### config.mk
export PLATFORM = sky130hd
export DESIGN_NAME = huffman_ctrl
export DESIGN_NICKNAME = d
export VERILOG_FILES = /design/src/rtl/huffman_ctrl.sv
export SDC_FILE = /design/constraint.sdc
export NUM_CORES = 1
export LEC_CHECK = 0
export ABC_AREA = 1
export BUFFER_PORTS_ARGS = -buffer_cell sky130_fd_sc_hd__buf_2
export CELL_PAD_IN_SITES_DETAIL_PLACEMENT = 1
export CELL_PAD_IN_SITES_GLOBAL_PLACEMENT = 1
export CORE_ASPECT_RATIO = 1.4
export CORE_MARGIN = 2
export CORE_UTILIZATION = 43
export CTS_BUF_LIST = sky130_fd_sc_hd__clkbuf_16
export DETAILED_ROUTE_END_ITERATION = 8
export PLACE_DENSITY_LB_ADDON = 0.1
export SLEW_MARGIN = 0
export SYNTH_ARGS = -nofsm -noshare
export SYNTH_HDL_FRONTEND = slang
export SYNTH_SLANG_ARGS = --single-unit
### constraint.sdc
create_clock -name clk -period 2.8 [get_ports clk]
set_input_delay 0.14 -clock clk [delete_from_list [all_inputs] [get_ports clk]]
set_output_delay 0.14 -clock clk [all_outputs]
set_load 0.02 [all_outputs]
### src/rtl/huffman_ctrl.sv
// huffman_ctrl: frame-level controller around a Huffman encoder core.
// Feeds frame_len source bytes to the encoder, flushes the encoder until it
// has been quiet for FLUSH_CYCLES, buffers encoder words in a small FWFT FIFO
// and signals done once the buffer has drained.
// Ports:
//   clk, rst                  clock, synchronous active-high reset
//   start, frame_len          frame request and length in bytes
//   src_valid/src_data/src_ready       source byte handshake
//   enc_enable/enc_in_enable/enc_data  encoder control and input byte
//   enc_out_valid/enc_data_out         encoder output word
//   dst_valid/dst_data/dst_ready       output word handshake (fall-through)
//   busy, done, overflow, word_count   status
module huffman_ctrl #(
    parameter int unsigned FIFO_DEPTH   = 4,
    parameter int unsigned FLUSH_CYCLES = 16
) (
    input  logic        clk,
    input  logic        rst,
    input  logic        start,
    input  logic [15:0] frame_len,
    input  logic        src_valid,
    input  logic [7:0]  src_data,
    output logic        src_ready,
    output logic        enc_enable,
    output logic        enc_in_enable,
    output logic [7:0]  enc_data,
    input  logic        enc_out_valid,
    input  logic [15:0] enc_data_out,
    output logic        dst_valid,
    output logic [15:0] dst_data,
    input  logic        dst_ready,
    output logic        busy,
    output logic        done,
    output logic        overflow,
    output logic [15:0] word_count
);

    localparam int unsigned PTR_W  = (FIFO_DEPTH > 1) ? $clog2(FIFO_DEPTH) : 1;
    localparam int unsigned CNT_W  = PTR_W + 1;
    localparam int unsigned IDLE_W = $clog2(FLUSH_CYCLES + 1);

    typedef enum logic [1:0] {
        S_IDLE  = 2'd0,
        S_FEED  = 2'd1,
        S_FLUSH = 2'd2,
        S_DRAIN = 2'd3
    } state_e;

    state_e             state_q, state_d;
    logic [15:0]        len_q;
    logic [15:0]        byte_cnt_q;
    logic [IDLE_W-1:0]  idle_cnt_q;
    logic [15:0]        word_cnt_q;
    logic               ovf_q;
    logic               done_q;
    logic               enc_in_en_q;
    logic [7:0]         enc_data_q;

    logic [15:0]        mem [FIFO_DEPTH];
    logic [PTR_W-1:0]   wr_ptr_q, rd_ptr_q;
    logic [CNT_W-1:0]   fill_q;

    logic               src_ready_c;
    logic               start_ok, xfer, last_byte;
    logic               fifo_full, fifo_empty, rd_en, wr_req, wr_en, drop;
    logic [IDLE_W-1:0]  idle_nxt;
    logic               flush_done, drain_done;
    logic [CNT_W-1:0]   free_cnt;

    // Handshake and buffer qualifiers shared by the FSM and datapath
    always_comb begin
        fifo_full  = (fill_q == CNT_W'(FIFO_DEPTH));
        fifo_empty = (fill_q == '0);
        free_cnt   = CNT_W'(FIFO_DEPTH) - fill_q;
        start_ok   = (state_q == S_IDLE) && start;
        xfer       = src_valid && src_ready_c;
        last_byte  = xfer && ((byte_cnt_q + 16'd1) == len_q);
        rd_en      = !fifo_empty && dst_ready;
        wr_req     = enc_out_valid && (state_q != S_IDLE);
        // A full buffer still accepts a word when a read frees a slot this cycle
        wr_en      = wr_req && (!fifo_full || rd_en);
        drop       = wr_req && fifo_full && !rd_en;
        idle_nxt   = enc_out_valid ? '0 : idle_cnt_q + IDLE_W'(1);
        flush_done = (state_q == S_FLUSH) && (idle_nxt == IDLE_W'(FLUSH_CYCLES));
        // A word landing in the same cycle keeps the drain going
        drain_done = (state_q == S_DRAIN) && fifo_empty && !wr_req;
    end

    // State register
    always_ff @(posedge clk) begin
        if (rst) begin
            state_q <= S_IDLE;
        end else begin
            state_q <= state_d;
        end
    end

    // Next-state logic
    always_comb begin
        state_d = state_q;
        unique case (state_q)
            S_IDLE:  if (start && (frame_len != 16'd0)) state_d = S_FEED;
            S_FEED:  if (last_byte)  state_d = S_FLUSH;
            S_FLUSH: if (flush_done) state_d = S_DRAIN;
            S_DRAIN: if (drain_done) state_d = S_IDLE;
            default: state_d = S_IDLE;
        endcase
    end

    // State-decoded outputs
    always_comb begin
        src_ready_c = 1'b0;
        enc_enable  = 1'b0;
        busy        = (state_q != S_IDLE);
        unique case (state_q)
            S_FEED: begin
                enc_enable  = 1'b1;
                src_ready_c = (free_cnt >= CNT_W'(2)) && (byte_cnt_q < len_q);
            end
            S_FLUSH: enc_enable = 1'b1;
            default: ;
        endcase
    end

    // Frame counters, encoder input stage and status
    always_ff @(posedge clk) begin
        if (rst) begin
            len_q       <= '0;
            byte_cnt_q  <= '0;
            idle_cnt_q  <= '0;
            word_cnt_q  <= '0;
            ovf_q       <= 1'b0;
            done_q      <= 1'b0;
            enc_in_en_q <= 1'b0;
            enc_data_q  <= '0;
        end else begin
            done_q      <= (start_ok && (frame_len == 16'd0)) || drain_done;
            enc_in_en_q <= xfer;
            if (xfer) enc_data_q <= src_data;
            if (start_ok) begin
                byte_cnt_q <= '0;
                word_cnt_q <= '0;
                ovf_q      <= 1'b0;
                if (frame_len != 16'd0) len_q <= frame_len;
            end else begin
                if (xfer) byte_cnt_q <= byte_cnt_q + 16'd1;
                if (wr_en && (word_cnt_q != 16'hFFFF)) word_cnt_q <= word_cnt_q + 16'd1;
                if (drop) ovf_q <= 1'b1;
            end
            // Held at zero while feeding so FLUSH always starts from a clean count
            if (state_q == S_FEED)       idle_cnt_q <= '0;
            else if (state_q == S_FLUSH) idle_cnt_q <= idle_nxt;
        end
    end

    // Output buffer pointers and occupancy
    always_ff @(posedge clk) begin
        if (rst) begin
            wr_ptr_q <= '0;
            rd_ptr_q <= '0;
            fill_q   <= '0;
        end else begin
            if (wr_en) wr_ptr_q <= wr_ptr_q + PTR_W'(1);
            if (rd_en) rd_ptr_q <= rd_ptr_q + PTR_W'(1);
            unique case ({wr_en, rd_en})
                2'b10:   fill_q <= fill_q + CNT_W'(1);
                2'b01:   fill_q <= fill_q - CNT_W'(1);
                default: fill_q <= fill_q;
            endcase
        end
    end

    // Buffer storage
    always_ff @(posedge clk) begin
        if (wr_en) mem[wr_ptr_q] <= enc_data_out;
    end

    assign src_ready     = src_ready_c;
    assign enc_in_enable = enc_in_en_q;
    assign enc_data      = enc_data_q;
    assign dst_valid     = !fifo_empty;
    assign dst_data      = mem[rd_ptr_q];
    assign done          = done_q;
    assign overflow      = ovf_q;
    assign word_count    = word_cnt_q;

endmodule

==> results of run 1 <==
==> registers in the layout (all words and copies together) (netlist names), named ones only <==
| register | flops |
|---|---|
| mem | 64 |
| enc_data | 8 |
| overflow | 1 |
| idle_cnt_q | 5 |
| fill_q | 3 |
| done | 1 |
| word_count | 16 |
| wr_ptr_q | 2 |
| len_q | 16 |
| rd_ptr_q | 2 |
| enc_in_enable | 1 |
| byte_cnt_q | 16 |
| state_q | 2 |
==> per-stage QoR <==
stage	setup WS (ns)	hold slack, ns	std cells	utilization
after global placement	0.442	0.353	1041	0.488
final	0.307	0.0133	1099	0.544
after global routing	0.0208	0.0239	1099	0.544
after floorplan	0.255	0.209	769	-
after CTS	0.248	0.00522	1099	0.544
after detailed placement	0.305	0.361	1041	0.488
==> path summary, 6_finish.rpt <==
check / start / endpoint / depth (start not counted)
setup / recovery: byte_cnt_q[1] / state_q[0] / 16
hold / removal: frame_len[6] / len_q[6] / 3
setup reg to reg: byte_cnt_q[1] / state_q[0] / 16
hold reg to reg: fill_q[0] / fill_q[0] / 1
==> power breakdown <==
group,internal [mW],switching [mW]
registers,2.47,0.222
logic,0.851,1.73
clock network,1.25,0.984
==> cell usage in the layout, fill, tap and decap left out, types with 3 or more instances in the layout <==
cell	Yosys	layout
inv_1	80	80
nor2_1	95	95
buf_2	1	92
buf_4	2	12
or2_2	3	3
clkinvlp_4	0	6
dlygate4sd3_1	0	26
dfxtp_1	75	75
nand3_1	46	46
clkbuf_16	0	17
ha_1	31	31
nor4_1	6	6
o21ai_0	93	93
edfxtp_1	64	64
inv_6	0	5
o21bai_1	3	3
a21oi_1	59	59
xor2_1	4	4
nor2_4	4	4
a31oi_1	10	10
o22ai_1	16	16
nand2_1	110	110
nor2_2	3	3
nor3_1	9	9
nand4_1	14	14
==> area by class of cell <==
| type | count | area share |
|---|---|---|
| clock buffers | 17 | 0.0520 |
| clock inverters | 15 | 0.0193 |
| inverters | 83 | 0.0381 |
| multi-input cells | 523 | 0.344 |
| flip-flops and latches | 139 | 0.418 |
| well taps | 192 | 0.0293 |
| repair buffers | 130 | 0.0990 |
==> repair_timing <==
action                                  CTS  global route
endpoints found under the hold margin    77             0
endpoints found under the setup margin    0             0
hold buffers                             26             0
==> cell families (layout without fill, tap and decap cells) <==
group	Yosys count	after routing	synth area share
adders and majority gates	32	32	0.0613
and+or+nand+nor	300	300	0.202
AOI/OAI and AO/OA	185	185	0.148
buffers and inverters	107	245	0.0617
xor gates and xnor gates	6	6	0.0120
DFF	139	139	0.515
==> metal layers <==
layer | track usage | share of wire
met5 | 0 | 0
met4 | 0.0769 | 0.016
met1 | 0.258 | 0.40
met2 | 0.453 | 0.54
met3 | 0.0516 | 0.036
==> synthesized netlist by cell type (all sizes together) <==
master	n
a211oi	1
a21oi	60
a31oi	10
and3	2
buf	4
clkbuf	20
clkinv	1
dfxtp	75
edfxtp	64
fa	1
ha	31
inv	82
nand2	112
nand3	47
nand4	15
nor2	102
nor3	10
nor3b	2
nor4	6
o211a	1
o21a	1
o21ai	93
o21bai	3
o22ai	16
or2	4
xnor3	2
xor2	4
==> worst reg2reg max path: stages, from the launching register on <==
cell and delay, ns:
dfxtp_1 0.44, ha_1 0.28, nand2_1 0.20, nor2_4 0.28, nand2_1 0.13, nand3_1 0.09, nand2_1 0.06, clkinv_1 0.04
nand2_1 0.04, nor2_1 0.14, nand3_1 0.14, nor2_1 0.11, nand3_1 0.12, nand2_2 0.11, nand3_1 0.07, nand2_1 0.07
nor2_1 0.04
==> flow_summary.ini, run 1 <==
[status]
status = finished, final reports clean

[pwr]
peakVddDrop_uv = 464
power_density_nw_per_um2 = 917
p_leak_nw = 3.37
p_total_mw = 7.51

[synth]
syn_nets = 847
yosys_register_bits = 139
syn_area_per_cell_um2 = 8.65
yosysUniqueCellTypes = 39
yosysWarnings = 0
synthCells = 769
seq_area_frac_synth = 0.515
synth_area_leaders = edfxtp_1 (29%), dfxtp_1 (23%), o21ai_0 (7.0%)
yosysTopAreaCell = edfxtp_1
synth_top_area_frac = 0.289
syn_area_um2 = 6650

[clocking]
clock_latency_ns = 0.43
ctsRootBufferMaster = clkbuf_16
clk_pin_slew_ns = 0.07
post_cts_resized = 0
cts_tree = built
post-cts-setup-buffers = 0
htreeDepth = 4
cts_buffer_depth = 2
cts.sinks = 139
cts_buffers = 17

[timing]
fmax_mhz = 401
fin_crit_ns = 2.49
worstMarginPinSlew_ns = 0.944
hold_violations = 0
setup-violations-final = 0
maxSlewHeadroom = 0.370
drv_slew = 0
skew_ns = 0.0131
totalNegativeSetupSlack_ns = 0
rsz0062_at_grt = false
finalCritPeriodShare = 0.890

[worst_setup_path]
critPathRequiredTime_ns = 3.12
crit_buf_inv = 1
crit_family = simple AND/OR/NAND/NOR gates
worstPathArrival_ns = 2.81
worstSetupEndpointType = flip-flop
critPathKind = flip-flop to flip-flop
crit_path_start_kind = flip-flop
crit_top_cell = nand2_1
reg2reg_slack_ns = 0.31
worst_path_largest_cell_delay_ns = 0.44
critPathMaxFanout = 10
slowest_stage = dfxtp_1
crit_chain = ha_1 > nand2_1 > nor2_4 > nand2_1 > nand3_1 > nand2_1 > clkinv_1 > nand2_1 > nor2_1 > nand3_1 > nor2_1 > nand3_1 > nand2_2 > nand3_1 > nand2_1 > nor2_1

[route]
antenna_left = 0
drc = 0
routed_wl_mm = 18.8
vias = 5854
drt_first_pass_iters = 4
viasPerCell = 5.33
drtIter0Drc = 198
wl_per_cell_um = 17.1

[layout]
seq_area_um2 = 3420
multi_input_area_um2 = 2820
num-nets-final = 972
nFillCells = 1827
final_area_um2 = 8190
diodes = 0
syn_to_final_growth_pct = 23.1
drive_gt1_frac = 0.170

[global_route]
overflow = 0
grt_pass1_wl_mm = 30.1
grt_max_degree = 34
antenna_found_initial = 0
track_usage = 0.239
grt_pass1_vias = 6180

[placement]
place_area_um2 = 7340
port_buffers = 92
place_hpwl_mm = 13.3
gp_congestion = 0.826

[min_path]
hold_class = input pin to flip-flop

[floorplanning]
start_util = 0.442
core_um2 = 15100
fp-row-count = 53
fp.dieH_um = 151
die_x_um = 109
die_area_um2 = 16500
io_pins = 93

[flow_run]
cap_violations = 0
No activity file was read; power rests on OpenSTA's default activity.
==> run 2, diff against run 1 <==
Settings changed: PLACE_DENSITY_LB_ADDON 0.1 to 0.3.
==> flow_summary.ini, run 2 (synthesized netlist as in run 1, its figures left out) <==
[layout]
final_util = 0.547
layout_common_cells = nand2_1 (110), nor2_1 (95), o21ai_0 (93)
drive_gt1_frac = 0.173
largest_reg_flops = 64
syn_to_final_growth_pct = 23.7
seq_area_um2 = 3420
nFillCells = 1741
final_common_cell = nand2_1
num-nets-final = 974
top_register = mem
multi_input_area_um2 = 2820
diodes = 0
instances_no_fill = 1101

[clocking]
post-cts-setup-buffers = 0
cts.sinks = 139
cts_tree = built
cts_buffers = 17
ctsRootBufferMaster = clkbuf_16
clock_latency_ns = 0.43
clk_pin_slew_ns = 0.07
cts_buffer_depth = 2
htreeDepth = 4

[global_route]
antenna_found_initial = 0
grt_pass1_wl_mm = 31.3
overflow = 0
grt_pass1_vias = 6599
grt_max_degree = 33
track_usage = 0.246

[worst_setup_path]
critPathRequiredTime_ns = 3.11
reg2reg_slack_ns = 0.32
r2r_cells = 12
worst_path_largest_cell_delay_ns = 0.41
crit_path_start_kind = flip-flop
slowest_stage = fa_1
rr_startpoint = fill_q[0]
worstPathArrival_ns = 2.79
crit_top_cell = inv_1
critPathKind = flip-flop to flip-flop
worstSetupEndpointType = flip-flop
critPathMaxFanout = 6
crit_chain = inv_1 > ha_1 > ha_1 > inv_1 > nand2_1 > inv_1 > nand2_1 > fa_1 > nor2_1 > a31oi_1 > o21ai_0 > a21oi_1
r2r_end = fill_q[2]

[timing]
fin_crit_ns = 2.48
rsz0062_at_grt = false
worstMarginPinSlew_ns = 0.777
hold_violations = 0
finalCritPeriodShare = 0.885
maxSlewHeadroom = 0.481
drv_slew = 0
fmax_mhz = 404
setup-violations-final = 0
totalNegativeSetupSlack_ns = 0
skew_ns = 0.0133

[min_path]
min-delay-start = frame_len[13]
hold_class = input pin to flip-flop
min_to = len_q[13]
hold_depth = 3

[placement]
placed_cells = 1043
place_hpwl_mm = 13.9
port_buffers = 92
gp_congestion = 0.841

[status]
status = finished, final reports clean

[route]
drtIter0Drc = 221
drt_first_pass_iters = 4
routed_wl_mm = 19.3
wl_per_cell_um = 17.6
viasPerCell = 5.42
drc = 0
antenna_left = 0
vias = 5969

[flow_run]
cap_violations = 0

[floorplanning]
die_area_um2 = 16500
die_x_um = 109
fp.dieH_um = 151
core_um2 = 15100
io_pins = 93
start_util = 0.442
fp-row-count = 53

[pwr]
power_density_nw_per_um2 = 920
p_leak_nw = 3.39
peakVddDrop_uv = 520
## run 2: cell count changes in the layout (fill, tap and decap cells not counted), sizes merged
cell / previous run / this run
bufinv: 1 / 0
clkinvlp: 6 / 3
buf: 104 / 106
clkinv: 2 / 6
## run 2: stage by stage
stage | setup slack [ns] | power [mW] | instance area [um2] | hold WS (ns)
5_1_grt | 0.0994 | 8.03 | 8230 | 0.0457
2_1_floorplan | 0.255 | 4.43 | 6650 | 0.209
3_3_place_gp | 0.428 | 5.14 | 7360 | 0.349
4_1_cts | 0.166 | 7.61 | 8220 | 0.0135
6_report | 0.322 | 7.57 | 8230 | 0.0144
3_5_place_dp | 0.248 | 5.32 | 7360 | 0.357
## run 2: how the worst max path moves through the flow
stage	cells past startpoint	startpoint	to	slack, ns
after detailed placement	12	fill_q[0]	word_count[14]	0.25
after floorplan	8	fill_q[0]	mem[0][0]	0.26
after global placement	12	fill_q[0]	word_count[14]	0.43
final	12	fill_q[0]	fill_q[2]	0.32
after CTS	12	fill_q[0]	word_count[14]	0.17
after global routing	12	fill_q[0]	word_count[14]	0.1
## run 2: repair_timing
item,in CTS,in global routing
hold endpoints to repair,77,0
hold buffers,26,0
gates resized for setup,0,1
setup endpoints to repair,0,1
## run 2: layer usage
| layer | vias to the layer above | GRT usage | part of all wire |
|---|---|---|---|
| li1 | 2890 | - | - |
| met1 | 2918 | 0.256 | 0.38 |
| met2 | 132 | 0.475 | 0.56 |
| met3 | 29 | 0.0508 | 0.035 |
| met4 | 0 | 0.0872 | 0.018 |
| met5 | - | 0 | 0 |
## run 2: worst max-delay path, delay by kind of cell, from the launching register on
kind                       cells  cell delay (ns)
AOI/OAI and AO/OA              3             0.36
adders and majority gates      3             0.86
buffers and inverters          3             0.38
DFF                            1             0.36
and+or+nand+nor                3             0.40
## run 2: cell type report
cell class / count / share of cell area
sequential: 139 / 0.416
multi-input combinational: 523 / 0.343
timing repair buffer: 132 / 0.100
clock buffer: 17 / 0.0517
inverter: 83 / 0.0379
tap: 192 / 0.0292
clock inverter: 15 / 0.0216
## run 2: power breakdown
part | switching [mW] | internal (mW)
registers | 0.219 | 2.47
clock network | 1.04 | 1.20
logic | 1.77 | 0.864
